`src/rtl/vga_window_addr_gen.sv`:
```
// vga_window_addr_gen
// Maps raster coordinates onto a centred image window and produces the
// frame-buffer read address for each pixel. The window size and the 2x zoom
// setting are taken from shadow registers that are loaded on the last visible
// pixel of a frame, so a frame never sees a configuration change part-way
// through. Two pipeline stages: window test / relative coordinates, then the
// row*width+column multiply-add.

module vga_window_addr_gen #(
    parameter int H_DISPLAY = 640,
    parameter int V_DISPLAY = 480,
    parameter int WIDTH_W   = 10,
    parameter int HEIGHT_W  = 9,
    parameter int ADDR_W    = 17
) (
    input  logic                CLK,
    input  logic                RST_N,
    input  logic                PIX_EN,
    input  logic [9:0]          X_CUR_COORD,
    input  logic [9:0]          Y_CUR_COORD,
    input  logic [WIDTH_W-1:0]  IMG_WIDTH_OUT,
    input  logic [HEIGHT_W-1:0] IMG_HEIGHT_OUT,
    input  logic                ZOOM_2X,
    output logic                CUR_COORD_STATE,
    output logic [ADDR_W-1:0]   R_ADDR,
    output logic                OUT_VALID,
    output logic                CFG_ERR
);

    // All window geometry is evaluated at 11 bits so that W<<1 and H<<1
    // never lose their top bit.
    localparam int CW     = 11;
    localparam int PROD_W = CW + WIDTH_W + 1;

    localparam logic [CW-1:0] H_DISP = CW'(H_DISPLAY);
    localparam logic [CW-1:0] V_DISP = CW'(V_DISPLAY);
    localparam logic [9:0]    X_LAST = 10'(H_DISPLAY - 1);
    localparam logic [9:0]    Y_LAST = 10'(V_DISPLAY - 1);

    // ------------------------------------------------------------------
    // Configuration check shared by the datapath (current shadow) and the
    // error flag (shadow as it will be after this clock edge).
    // ------------------------------------------------------------------
    function automatic logic cfg_bad(
        input logic [WIDTH_W-1:0]  w,
        input logic [HEIGHT_W-1:0] h,
        input logic                z
    );
        logic [CW-1:0] ew;
        logic [CW-1:0] eh;
        ew = CW'(w) << z;
        eh = CW'(h) << z;
        return (w == '0) || (h == '0) || (ew > H_DISP) || (eh > V_DISP);
    endfunction

    // ------------------------------------------------------------------
    // Shadow configuration
    // ------------------------------------------------------------------
    logic [WIDTH_W-1:0]  w_shadow_reg;
    logic [WIDTH_W-1:0]  w_shadow_next;
    logic [HEIGHT_W-1:0] h_shadow_reg;
    logic [HEIGHT_W-1:0] h_shadow_next;
    logic                z_shadow_reg;
    logic                z_shadow_next;
    logic                cfg_err_reg;
    logic                latch_cfg;

    // The last visible pixel of a frame is the only point where the live
    // configuration inputs are sampled.
    assign latch_cfg = PIX_EN && (X_CUR_COORD == X_LAST) && (Y_CUR_COORD == Y_LAST);

    // Select between holding the shadow values and loading the live inputs.
    always_comb begin
        w_shadow_next = w_shadow_reg;
        h_shadow_next = h_shadow_reg;
        z_shadow_next = z_shadow_reg;
        if (latch_cfg) begin
            w_shadow_next = IMG_WIDTH_OUT;
            h_shadow_next = IMG_HEIGHT_OUT;
            z_shadow_next = ZOOM_2X;
        end
    end

    // Shadow registers and the error flag; the flag is judged on the value
    // being loaded so it reflects a new configuration one cycle after the latch.
    always_ff @(posedge CLK or negedge RST_N) begin
        if (!RST_N) begin
            w_shadow_reg <= '0;
            h_shadow_reg <= '0;
            z_shadow_reg <= 1'b0;
            cfg_err_reg  <= 1'b0;
        end else begin
            w_shadow_reg <= w_shadow_next;
            h_shadow_reg <= h_shadow_next;
            z_shadow_reg <= z_shadow_next;
            cfg_err_reg  <= cfg_bad(w_shadow_next, h_shadow_next, z_shadow_next);
        end
    end

    // ------------------------------------------------------------------
    // Stage 0 (combinational): window geometry and inside test
    // ------------------------------------------------------------------
    logic [CW-1:0] eff_w;
    logic [CW-1:0] eff_h;
    logic [CW-1:0] h_off;
    logic [CW-1:0] v_off;
    logic [CW-1:0] x_ext;
    logic [CW-1:0] y_ext;
    logic          cfg_ok;
    logic          in_x;
    logic          in_y;
    logic          inside_next;
    logic [CW-1:0] rx_next;
    logic [CW-1:0] ry_next;

    assign cfg_ok = !cfg_bad(w_shadow_reg, h_shadow_reg, z_shadow_reg);
    assign x_ext  = CW'(X_CUR_COORD);
    assign y_ext  = CW'(Y_CUR_COORD);

    // Centre the effective window; odd margins round the offset down. The
    // explicit raster-limit terms keep off-screen coordinates outside even
    // though a valid window never extends past the display edge.
    always_comb begin
        eff_w       = CW'(w_shadow_reg) << z_shadow_reg;
        eff_h       = CW'(h_shadow_reg) << z_shadow_reg;
        h_off       = (H_DISP - eff_w) >> 1;
        v_off       = (V_DISP - eff_h) >> 1;
        in_x        = (x_ext >= h_off) && (x_ext < h_off + eff_w) && (x_ext < H_DISP);
        in_y        = (y_ext >= v_off) && (y_ext < v_off + eff_h) && (y_ext < V_DISP);
        inside_next = cfg_ok && in_x && in_y;
        rx_next     = '0;
        ry_next     = '0;
        if (inside_next) begin
            rx_next = (x_ext - h_off) >> z_shadow_reg;
            ry_next = (y_ext - v_off) >> z_shadow_reg;
        end
    end

    // ------------------------------------------------------------------
    // Stage 1: inside flag, relative coordinates, valid bit. The image width
    // travels with the pixel so a latch between stages cannot change the
    // row pitch of a pixel already in flight.
    // ------------------------------------------------------------------
    logic               valid_s1_reg;
    logic               inside_s1_reg;
    logic [CW-1:0]      rx_s1_reg;
    logic [CW-1:0]      ry_s1_reg;
    logic [WIDTH_W-1:0] w_s1_reg;

    // Capture stage-0 results; data only moves on valid pixels.
    always_ff @(posedge CLK or negedge RST_N) begin
        if (!RST_N) begin
            valid_s1_reg  <= 1'b0;
            inside_s1_reg <= 1'b0;
            rx_s1_reg     <= '0;
            ry_s1_reg     <= '0;
            w_s1_reg      <= '0;
        end else begin
            valid_s1_reg <= PIX_EN;
            if (PIX_EN) begin
                inside_s1_reg <= inside_next;
                rx_s1_reg     <= rx_next;
                ry_s1_reg     <= ry_next;
                w_s1_reg      <= w_shadow_reg;
            end
        end
    end

    // ------------------------------------------------------------------
    // Stage 2: multiply-add and output registers
    // ------------------------------------------------------------------
    logic [PROD_W-1:0] addr_full;
    logic              valid_s2_reg;
    logic              inside_s2_reg;
    logic [ADDR_W-1:0] addr_s2_reg;

    assign addr_full = PROD_W'(ry_s1_reg) * PROD_W'(w_s1_reg) + PROD_W'(rx_s1_reg);

    // Outputs hold their last value across idle cycles; only a valid
    // stage-1 entry updates them.
    always_ff @(posedge CLK or negedge RST_N) begin
        if (!RST_N) begin
            valid_s2_reg  <= 1'b0;
            inside_s2_reg <= 1'b0;
            addr_s2_reg   <= '0;
        end else begin
            valid_s2_reg <= valid_s1_reg;
            if (valid_s1_reg) begin
                inside_s2_reg <= inside_s1_reg;
                addr_s2_reg   <= inside_s1_reg ? ADDR_W'(addr_full) : '0;
            end
        end
    end

    assign CUR_COORD_STATE = inside_s2_reg;
    assign R_ADDR          = addr_s2_reg;
    assign OUT_VALID       = valid_s2_reg;
    assign CFG_ERR         = cfg_err_reg;

endmodule

```
`config.mk`:
```
export PLATFORM = sky130hd
export DESIGN_NAME = vga_window_addr_gen
export DESIGN_NICKNAME = d
export VERILOG_FILES = /design/src/rtl/vga_window_addr_gen.sv
export SDC_FILE = /design/constraint.sdc
export NUM_CORES = 1
export LEC_CHECK = 0
export BUFFER_PORTS_ARGS = -buffer_cell sky130_fd_sc_hd__buf_2
export CAP_MARGIN = 30
export CORE_MARGIN = 2
export CORE_UTILIZATION = 57
export CTS_CLUSTER_DIAMETER = 40
export DETAILED_ROUTE_END_ITERATION = 10
export PLACE_DENSITY = 0.82
export SETUP_SLACK_MARGIN = 0.3
export SYNTH_ARGS = -nofsm -noshare
export SYNTH_HDL_FRONTEND = slang
export SYNTH_SLANG_ARGS = --single-unit
```
`constraint.sdc`:
```
create_clock -name CLK -period 5.6 [get_ports CLK]
set_input_delay 0.56 -clock CLK [delete_from_list [all_inputs] [get_ports CLK]]
set_output_delay 0.56 -clock CLK [all_outputs]
set_load 0.02 [all_outputs]
```
Yosys cells after proc, flatten, opt, wreduce, memory -nomap -nowiden --
Cells that the tools add are included.
Storage, ports and cells: flip-flop bits (word level) 74, bits of input ports 43, output and inout port bits 20, word-level logic and storage cells 63
Cells by class: add/sub/neg operators 7, $mul 1, $lt $le $gt $ge 10, eq/ne operators 2, shifts and indexed selects 6, multiplexer cells 6, reductions and logical operators 19
Operator list (number):
- $add 10x11->11 | 2
- $gt 11x10->1 const B | 2
- $gt 11x9->1 const B | 2
- $lt 10x11->1 | 2
- $mux 11 | 2
- $shl 10x1->11 | 2
- $shl 9x1->11 | 2
- $shr 11x1->11 | 2
- $sub 10x10->11 | 2
- $ge 10x10->1 | 2
- $logic_not 10->1 | 2
- $logic_not 9->1 | 2
- $add 17x11->17 | 1
- $mul 11x10->17 | 1
- $mux 17 | 1
- $sub 10x11->11 const A | 1
- $sub 9x11->11 const A | 1
- $eq 10x10->1 const B | 1
- $eq 10x9->1 const B | 1
- $lt 10x10->1 const B | 1
- $lt 10x9->1 const B | 1
- $mux 10 | 1
- $mux 9 | 1
- $logic_and 1x1->1 | 8
- 3 further kinds | 8

Longest topological paths before layout --
Gate-level depths: netlist of the first run.
word-level depth 9, depth in mapped cells 30, gate-level depth less buffers 23

Least setup slack after synthesis of the first run --
No wires, ideal clock.
kind register to register, start register z_shadow_reg, end register ry_s1_reg[10], library setup time 83 ps, arrival time 5897 ps, required time 5517 ps, setup slack -379 ps, stages on the path, launching flop included 29, buffers on the path 6, period minus slack after synthesis 5979 ps, cells stage by stage dfrtp_1 clkbuf_1 buf_2 clkbuf_8 clkbuf_1 clkbuf_1 inv_2 buf_1 nand2_1 ha_1 nand3_1 o21a_1 and2_1 o21ai_0 xnor2_1 ha_1 a21oi_1 nor2b_1 a41o_1 nand2b_1 ha_1 a2111o_1 nor2_1 a2111oi_0 o211ai_1 nor3b_1 or4b_4 a2111o_1 o22ai_2
Between the ends: cells in the longest elaborated chain, start to end 9, elaborated cells on any way between the ends 24, classes of those cells add/sub: 5; order compare: 6; shift: 3; mux: 1; reduce/logical: 9
RTL lines:
- start: declaration | RTL line 63 | logic z_shadow_reg;
- start signal: assignment | RTL line 95 | z_shadow_reg <= z_shadow_next;
- $shl 10x1->11 | RTL line 51, 124
- $sub 10x11->11 | RTL line 126 | h_off = (H_DISP - eff_w) >> 1;
- $add 10x11->11 | RTL line 128 | in_x = (x_ext >= h_off) && (x_ext < h_off + eff_w) && (x_ext < H_DISP);
- $lt 10x11->1 | RTL line 128
- $logic_and 1x1->1 (2 in series) | RTL line 128
- $logic_and 1x1->1 (2 in series) | RTL line 130 | inside_next = cfg_ok && in_x && in_y;
- $mux 11 * | RTL line 133 | if (inside_next) begin
- end signal: assignment | RTL line 163 | ry_s1_reg <= ry_next;
- end: declaration | RTL line 147 | logic [CW-1:0] ry_s1_reg;
Every way passes the cells marked *; elsewhere a longest branch is shown, timed or not. A chain may end at the register's enable or synchronous reset.

Worst setup path after layout of the first run --
start register ry_s1_reg[3], end register addr_s2_reg[13], in the netlist R_ADDR[13]
Between the ends: cells in the longest elaborated chain, start to end 3
RTL lines:
- $mul 11x10->17 | RTL line 177 | assign addr_full = PROD_W'(ry_s1_reg) * PROD_W'(w_s1_reg) + PROD_W'(rx_s1_reg);
- $add 17x11->17 | RTL line 177
- $mux 17 | RTL line 190 | addr_s2_reg <= inside_s1_reg ? ADDR_W'(addr_full) : '0;
- end signal: assignment | RTL line 190
- end: declaration | RTL line 175 | logic [ADDR_W-1:0] addr_s2_reg;
Every way passes these cells.

==> results of run 1 <==
==> per-layer routing <==
| layer | track usage [%] | part of all wire, % | vias to the layer above |
|---|---|---|---|
| met4 | 9.43 | 2.9 | 0 |
| met3 | 4.39 | 5.2 | 49 |
| li1 | - | - | 3866 |
| met5 | 0 | 0 | - |
| met2 | 43.3 | 50 | 241 |
| met1 | 30.9 | 42 | 3900 |
==> metrics by stage <==
step / instances / utilization, % / setup slack (ns) / power (mW)
finish: 1407 / 64.4 / 0.444 / 1.32
global placement: 1368 / 61.0 / 0.429 / 0.671
global route: 1407 / 64.4 / 0.258 / 1.36
floorplan: 1134 / - / 0.305 / 0.624
CTS: 1384 / 63.0 / 0.385 / 1.32
detailed placement: 1368 / 61.0 / 0.274 / 0.674
==> cell usage after synthesis, types with 19 or more instances <==
master,n,area share (%)
nand2_1,86,3.3
fa_1,78,16
nor2_1,53,2.0
mux2i_1,29,3.0
clkbuf_1,42,1.6
nor3_1,20,1.0
and2_1,52,3.3
nand3_1,23,1.2
a21oi_1,43,2.2
o22ai_2,20,2.6
o21ai_0,47,2.4
ha_1,97,12
nor2b_1,19,1.2
dfrtp_1,74,19
inv_1,199,7.6
xnor2_1,42,3.8
mux2_2,23,2.6
==> layout by cell type, fill, tap and decap left out, types with 30 or more instances in the layout <==
cell type	count
fa_1	78
dfrtp_1	55
inv_1	199
a21oi_1	43
nand2_1	86
and2_1	52
buf_4	30
nor2_1	53
xnor2_1	42
buf_2	62
o21ai_0	44
ha_1	95
==> area by class of cell <==
class / instances / share of cell area [%]
Inverter: 200 / 7.00
Tap cell: 220 / 2.56
Clock buffer: 9 / 2.09
Timing Repair Buffer: 93 / 5.08
Clock inverter: 7 / 0.942
Sequential cell: 74 / 17.5
Multi-Input combinational cell: 804 / 64.9
==> final timing paths <==
| kind | startpoint | end | slack (ns) |
|---|---|---|---|
| min in group CLK | IMG_HEIGHT_OUT[1] | h_shadow_reg[1] | 0.44 |
| worst max-delay path | ry_s1_reg[3] | R_ADDR[13] | 0.44 |
| max in group asynchronous | RST_N | z_shadow_reg | 4.52 |
| worst max register to register | ry_s1_reg[3] | R_ADDR[13] | 0.44 |
| worst min register to register | CUR_COORD_STATE | CUR_COORD_STATE | 0.52 |
| worst min-delay path | RST_N | R_ADDR[11] | 0.34 |
==> cell families after synthesis <==
logic type / Yosys count / synth area share (%)
AO/OA/AOI/OAI: 201 / 14.5
XOR/XNOR: 60 / 5.37
adder cells (fa/ha/maj): 175 / 28.4
flip-flops: 74 / 18.9
buffers and inverters: 257 / 10.4
AND/OR/NAND/NOR: 313 / 16.5
multiplexers: 54 / 5.96
==> where the power goes <==
group	total (mW)	switching (mW)	internal, mW
sequential	0.538	0.00272	0.535
combinational	0.129	0.0778	0.0516
clock	0.649	0.254	0.395
==> what timing repair did <==
action                                  in CTS  in global routing
endpoints found under the hold margin        0                  0
setup buffers                                0                 22
endpoints found under the setup margin       1                 28
gates cloned                                 0                  1
hold buffers                                 0                  0
gates resized for setup                      1                 29
pin swaps                                    0                  4
==> results.sh, run 1 <==
export IMPL_status="finished, final reports clean"
export IMPL_worstMarginPinSlew_ns=1.03
export IMPL_dpl_cell_area_um2=10200
export IMPL_grt_overflow=0
export IMPL_synth_distinct_cells=78
export IMPL_port_buffers=62
export IMPL_slew_headroom_pct=31.1
export IMPL_fin_skew_ns=0.0124
export IMPL_firstDrtPassIters=5
export IMPL_multi_input_area_um2=6980
export IMPL_min_path_type="in -> async"
export IMPL_cp_common_cell="fa_1"
export IMPL_worstPathArrival_ns=5.36
export IMPL_fin_area_um2=10800
export IMPL_leakage_nw=5.52
export IMPL_hold_ws_ns=0.336
export IMPL_crit_fanout=11
export IMPL_fillers=1369
export IMPL_rows=47
export IMPL_path_delay_family="adder cells"
export IMPL_cts_inserted_buffers=9
export IMPL_via_count=8056
export IMPL_report_final_hold_viol_count=0
export IMPL_grt_max_degree=75
export IMPL_crit_chain="nand2_1, fa_1, fa_1, inv_1, fa_1, fa_1, inv_1, fa_1, inv_1, ha_1, and3_1, a21oi_1, o21ai_1, o41ai_2, buf_4, xor2_1, o22ai_1"
export IMPL_synthesis_area_um2=9790
export IMPL_die_height_um=135
export IMPL_cpPeakStageDelay_ns=0.57
export IMPL_gp_congestion=0.908
export IMPL_cts_sinks=74
export IMPL_wl_um=22600
export IMPL_async_flop_share_pct=100
export IMPL_synth_flop_cell="dfrtp_1"
export IMPL_cts_root_buffer="clkbuf_16"
export IMPL_synth_seq_cells=74
export IMPL_largest_reg_flops=17
export IMPL_io_pins=63
export IMPL_drcViolationCount=0
export IMPL_setup_viol=0
export IMPL_max_cap_violations=0
export IMPL_wl_per_cell_um=16.1
export IMPL_crit_type="reg -> reg"
export IMPL_cts_tree="yes"
export IMPL_grt_pass1_wl_um=36500
export IMPL_synthCells=1134
export IMPL_cp_depth=17
export IMPL_clk_latency_ns=0.35
export IMPL_required_ns=5.81
export IMPL_yosysSeqAreaShare_pct=18.9
export IMPL_critPathBufInv=4
export IMPL_clkTransAtPathRegs_ns=0.07
export IMPL_start_kind="flip-flop"
export IMPL_die_area_um2=18200
export IMPL_slew_viol_final=0
export IMPL_start_util_pct=58.6
export IMPL_viasPerCell=5.73
export IMPL_h_tree_depth=3
export IMPL_endpoint_kind="flip-flop"
export IMPL_syn_avg_cell_area_um2=8.63
export IMPL_n_antenna_cell=0
export IMPL_fin_crit_ns=5.16
export IMPL_first_iter_violations=485
export IMPL_die_w_um=135
export IMPL_track_usage_pct=24.9
export IMPL_syn_num_nets=1352
export IMPL_max_freq_mhz=194
export IMPL_crit_slowest_cell="fa_1"
export IMPL_layout_nets=1400
export IMPL_yosysWarnings=0
export IMPL_antenna_found_initial=0
export IMPL_synth_edff_count=0
export IMPL_grt_pass1_vias=7949
export IMPL_period_share_pct=92.1
export IMPL_p_per_area_nw_per_um2=122
export IMPL_drive_gt1_share_pct=16.2
export IMPL_clockBufferDepth=2
export IMPL_coreArea_um2=16700
export IMPL_fin_tns_setup_ns=0
export IMPL_dp_hpwl_um=17300
export IMPL_final_seq_area_um2=1880
export IMPL_synthToLayoutAreaGrowth_pct=9.93
export IMPL_rr_worst_depth=17
export IMPL_ant_nets=0
export IMPL_ir_drop_mv=0.169
export IMPL_rsz0062_at_grt="false"
(Power assumes the default switching activity.)
==> inputs of run 2 (changes only) <==
==> constraint.sdc (replaced) <==
create_clock -name CLK -period 5.6 [get_ports CLK]
set_input_delay 0.28 -clock CLK [delete_from_list [all_inputs] [get_ports CLK]]
set_output_delay 0.28 -clock CLK [all_outputs]
set_load 0.02 [all_outputs]
==> run 2 against run 1 <==
  * Cell count rose by 0.57%
  * Routed wire length fell by 0.84%
  * First-iteration DRC count fell by 2.1%
  * Critical path depth fell by 1
  * Final area rose by 0.15%
  * Largest cell class unchanged
==> results.sh, run 2 (same netlist as run 1, synthesis figures left out) <==
export IMPL_status="finished, final reports clean"
export IMPL_wl_per_cell_um=15.9
export IMPL_r2r_start="ry_s1_reg[3]"
export IMPL_final_common_cell="inv_1"
export IMPL_ant_nets=0
export IMPL_layout_nets=1408
export IMPL_p_per_area_nw_per_um2=113
export IMPL_first_iter_violations=475
export IMPL_gp_congestion=0.912
export IMPL_worstMarginPinSlew_ns=0.957
export IMPL_grt_overflow=0
export IMPL_drive_gt1_share_pct=16.7
export IMPL_clockBufferDepth=2
export IMPL_viasPerCell=5.65
export IMPL_report_final_hold_viol_count=0
export IMPL_wl_um=22400
export IMPL_coreArea_um2=16700
export IMPL_start_util_pct=58.6
export IMPL_fin_area_um2=10800
export IMPL_max_freq_mhz=194
export IMPL_slew_headroom_pct=35.6
export IMPL_min_from="IMG_HEIGHT_OUT[0]"
export IMPL_dp_hpwl_um=17400
export IMPL_grt_pass1_vias=7762
export IMPL_max_cap_violations=0
export IMPL_die_height_um=135
export IMPL_leakage_nw=5.55
export IMPL_fin_tns_setup_ns=0
export IMPL_min_path_type="in -> reg"
export IMPL_via_count=7995
export IMPL_largest_reg_flops=17
export IMPL_cts_tree="yes"
export IMPL_port_buffers=62
export IMPL_crit_fanout=11
export IMPL_worstPathArrival_ns=5.35
export IMPL_track_usage_pct=24.8
export IMPL_worstSetupStartpoint="ry_s1_reg[3]"
export IMPL_cts_sinks=74
export IMPL_rsz0062_at_grt="false"
export IMPL_setup_viol=0
export IMPL_die_w_um=135
export IMPL_drcViolationCount=0
export IMPL_fin_crit_ns=5.15
export IMPL_cts_inserted_buffers=9
export IMPL_slew_viol_final=0
export IMPL_antenna_found_initial=0
export IMPL_clk_latency_ns=0.35
export IMPL_multi_input_area_um2=6970
export IMPL_cts_root_buffer="clkbuf_16"
export IMPL_crit_type="reg -> reg"
export IMPL_clkTransAtPathRegs_ns=0.07
export IMPL_fin_skew_ns=0.00811
export IMPL_ir_drop_mv=0.161
export IMPL_rows=47
export IMPL_endpoint_kind="flip-flop"
export IMPL_grt_pass1_wl_um=36400
export IMPL_die_area_um2=18200
export IMPL_final_seq_area_um2=1880
export IMPL_required_ns=5.80
export IMPL_n_antenna_cell=0
export IMPL_start_kind="flip-flop"
export IMPL_period_share_pct=91.9
export IMPL_h_tree_depth=3
export IMPL_final_cell_mix="inv_1 (199), ha_1 (96), nand2_1 (86)"
export IMPL_io_pins=63
export IMPL_fillers=1383
export IMPL_synthToLayoutAreaGrowth_pct=10.1
export IMPL_dpl_cell_area_um2=10200
export IMPL_grt_max_degree=75
export IMPL_firstDrtPassIters=5
==> run 2: what timing repair did <==
item,in CTS,in global routing
hold buffers,0,1
endpoints found under the setup margin,2,28
hold endpoints to repair,0,13
gates cloned,0,1
pin swaps,0,3
resized for setup,2,27
setup buffers,0,28
==> run 2: metal layers <==
layer  up-vias  wire length [µm]  share of wire [%]  track usage, %
li1       3885                 -                  -               -
met1      3807              9620                 43            32.3
met2       239             11000                 49            42.4
met3        64              1110                4.9            4.02
met4         0               751                3.3            8.04
met5         -                 0                  0               0
==> run 2: layout make-up <==
class | count | share of cell area [%]
tap | 220 | 2.55
timing repair buffer | 101 | 5.74
multi-input combinational | 804 | 64.7
clock buffer | 9 | 2.09
sequential | 74 | 17.4
inverter | 200 | 6.99
clock inverter | 7 | 0.488
==> run 2: worst paths after layout <==
| path | to | cells past startpoint | slack, ns |
|---|---|---|---|
| max | R_ADDR[15] | 16 | 0.45 |
| min | h_shadow_reg[0] | 3 | 0.15 |
| max reg2reg | R_ADDR[15] | 16 | 0.45 |
| min reg2reg | R_ADDR[6] | 2 | 0.52 |
| max in group asynchronous | z_shadow_reg | 3 | 4.68 |
| min in group asynchronous | CUR_COORD_STATE | 2 | 0.33 |
==> run 2: report_power, final <==
group	internal (mW)	total, mW	switching (mW)	leakage, nW
combinational	0.0540	0.131	0.0768	4.42
sequential	0.535	0.538	0.00281	0.992
clock	0.303	0.553	0.250	0.136
total	0.892	1.22	0.329	5.55
==> run 2: metrics by stage <==
step	util, %	cells	hold slack, ns	power [mW]	setup slack, ns
4_1_cts	62.7	1384	0.0916	1.23	0.309
3_3_place_gp	61.0	1368	0.460	0.671	0.437
3_5_place_dp	61.0	1368	0.469	0.673	0.230
6_report	64.5	1415	0.153	1.22	0.455
5_1_grt	64.5	1415	0.170	1.27	0.284
2_1_floorplan	-	1134	-0.0156	0.624	0.305
==> run 2: worst max-delay path, cell delays in order (launching register included) <==
cell     delay (ns)
dfrtp_2        0.49
and2_1         0.20
fa_1           0.47
fa_1           0.53
fa_1           0.52
fa_1           0.54
inv_1          0.05
fa_1           0.52
inv_1          0.04
ha_1           0.36
and3_1         0.17
a21oi_1        0.10
o21ai_0        0.14
o41ai_2        0.41
o21ai_1        0.15
xnor2_1        0.18
o22ai_1        0.11
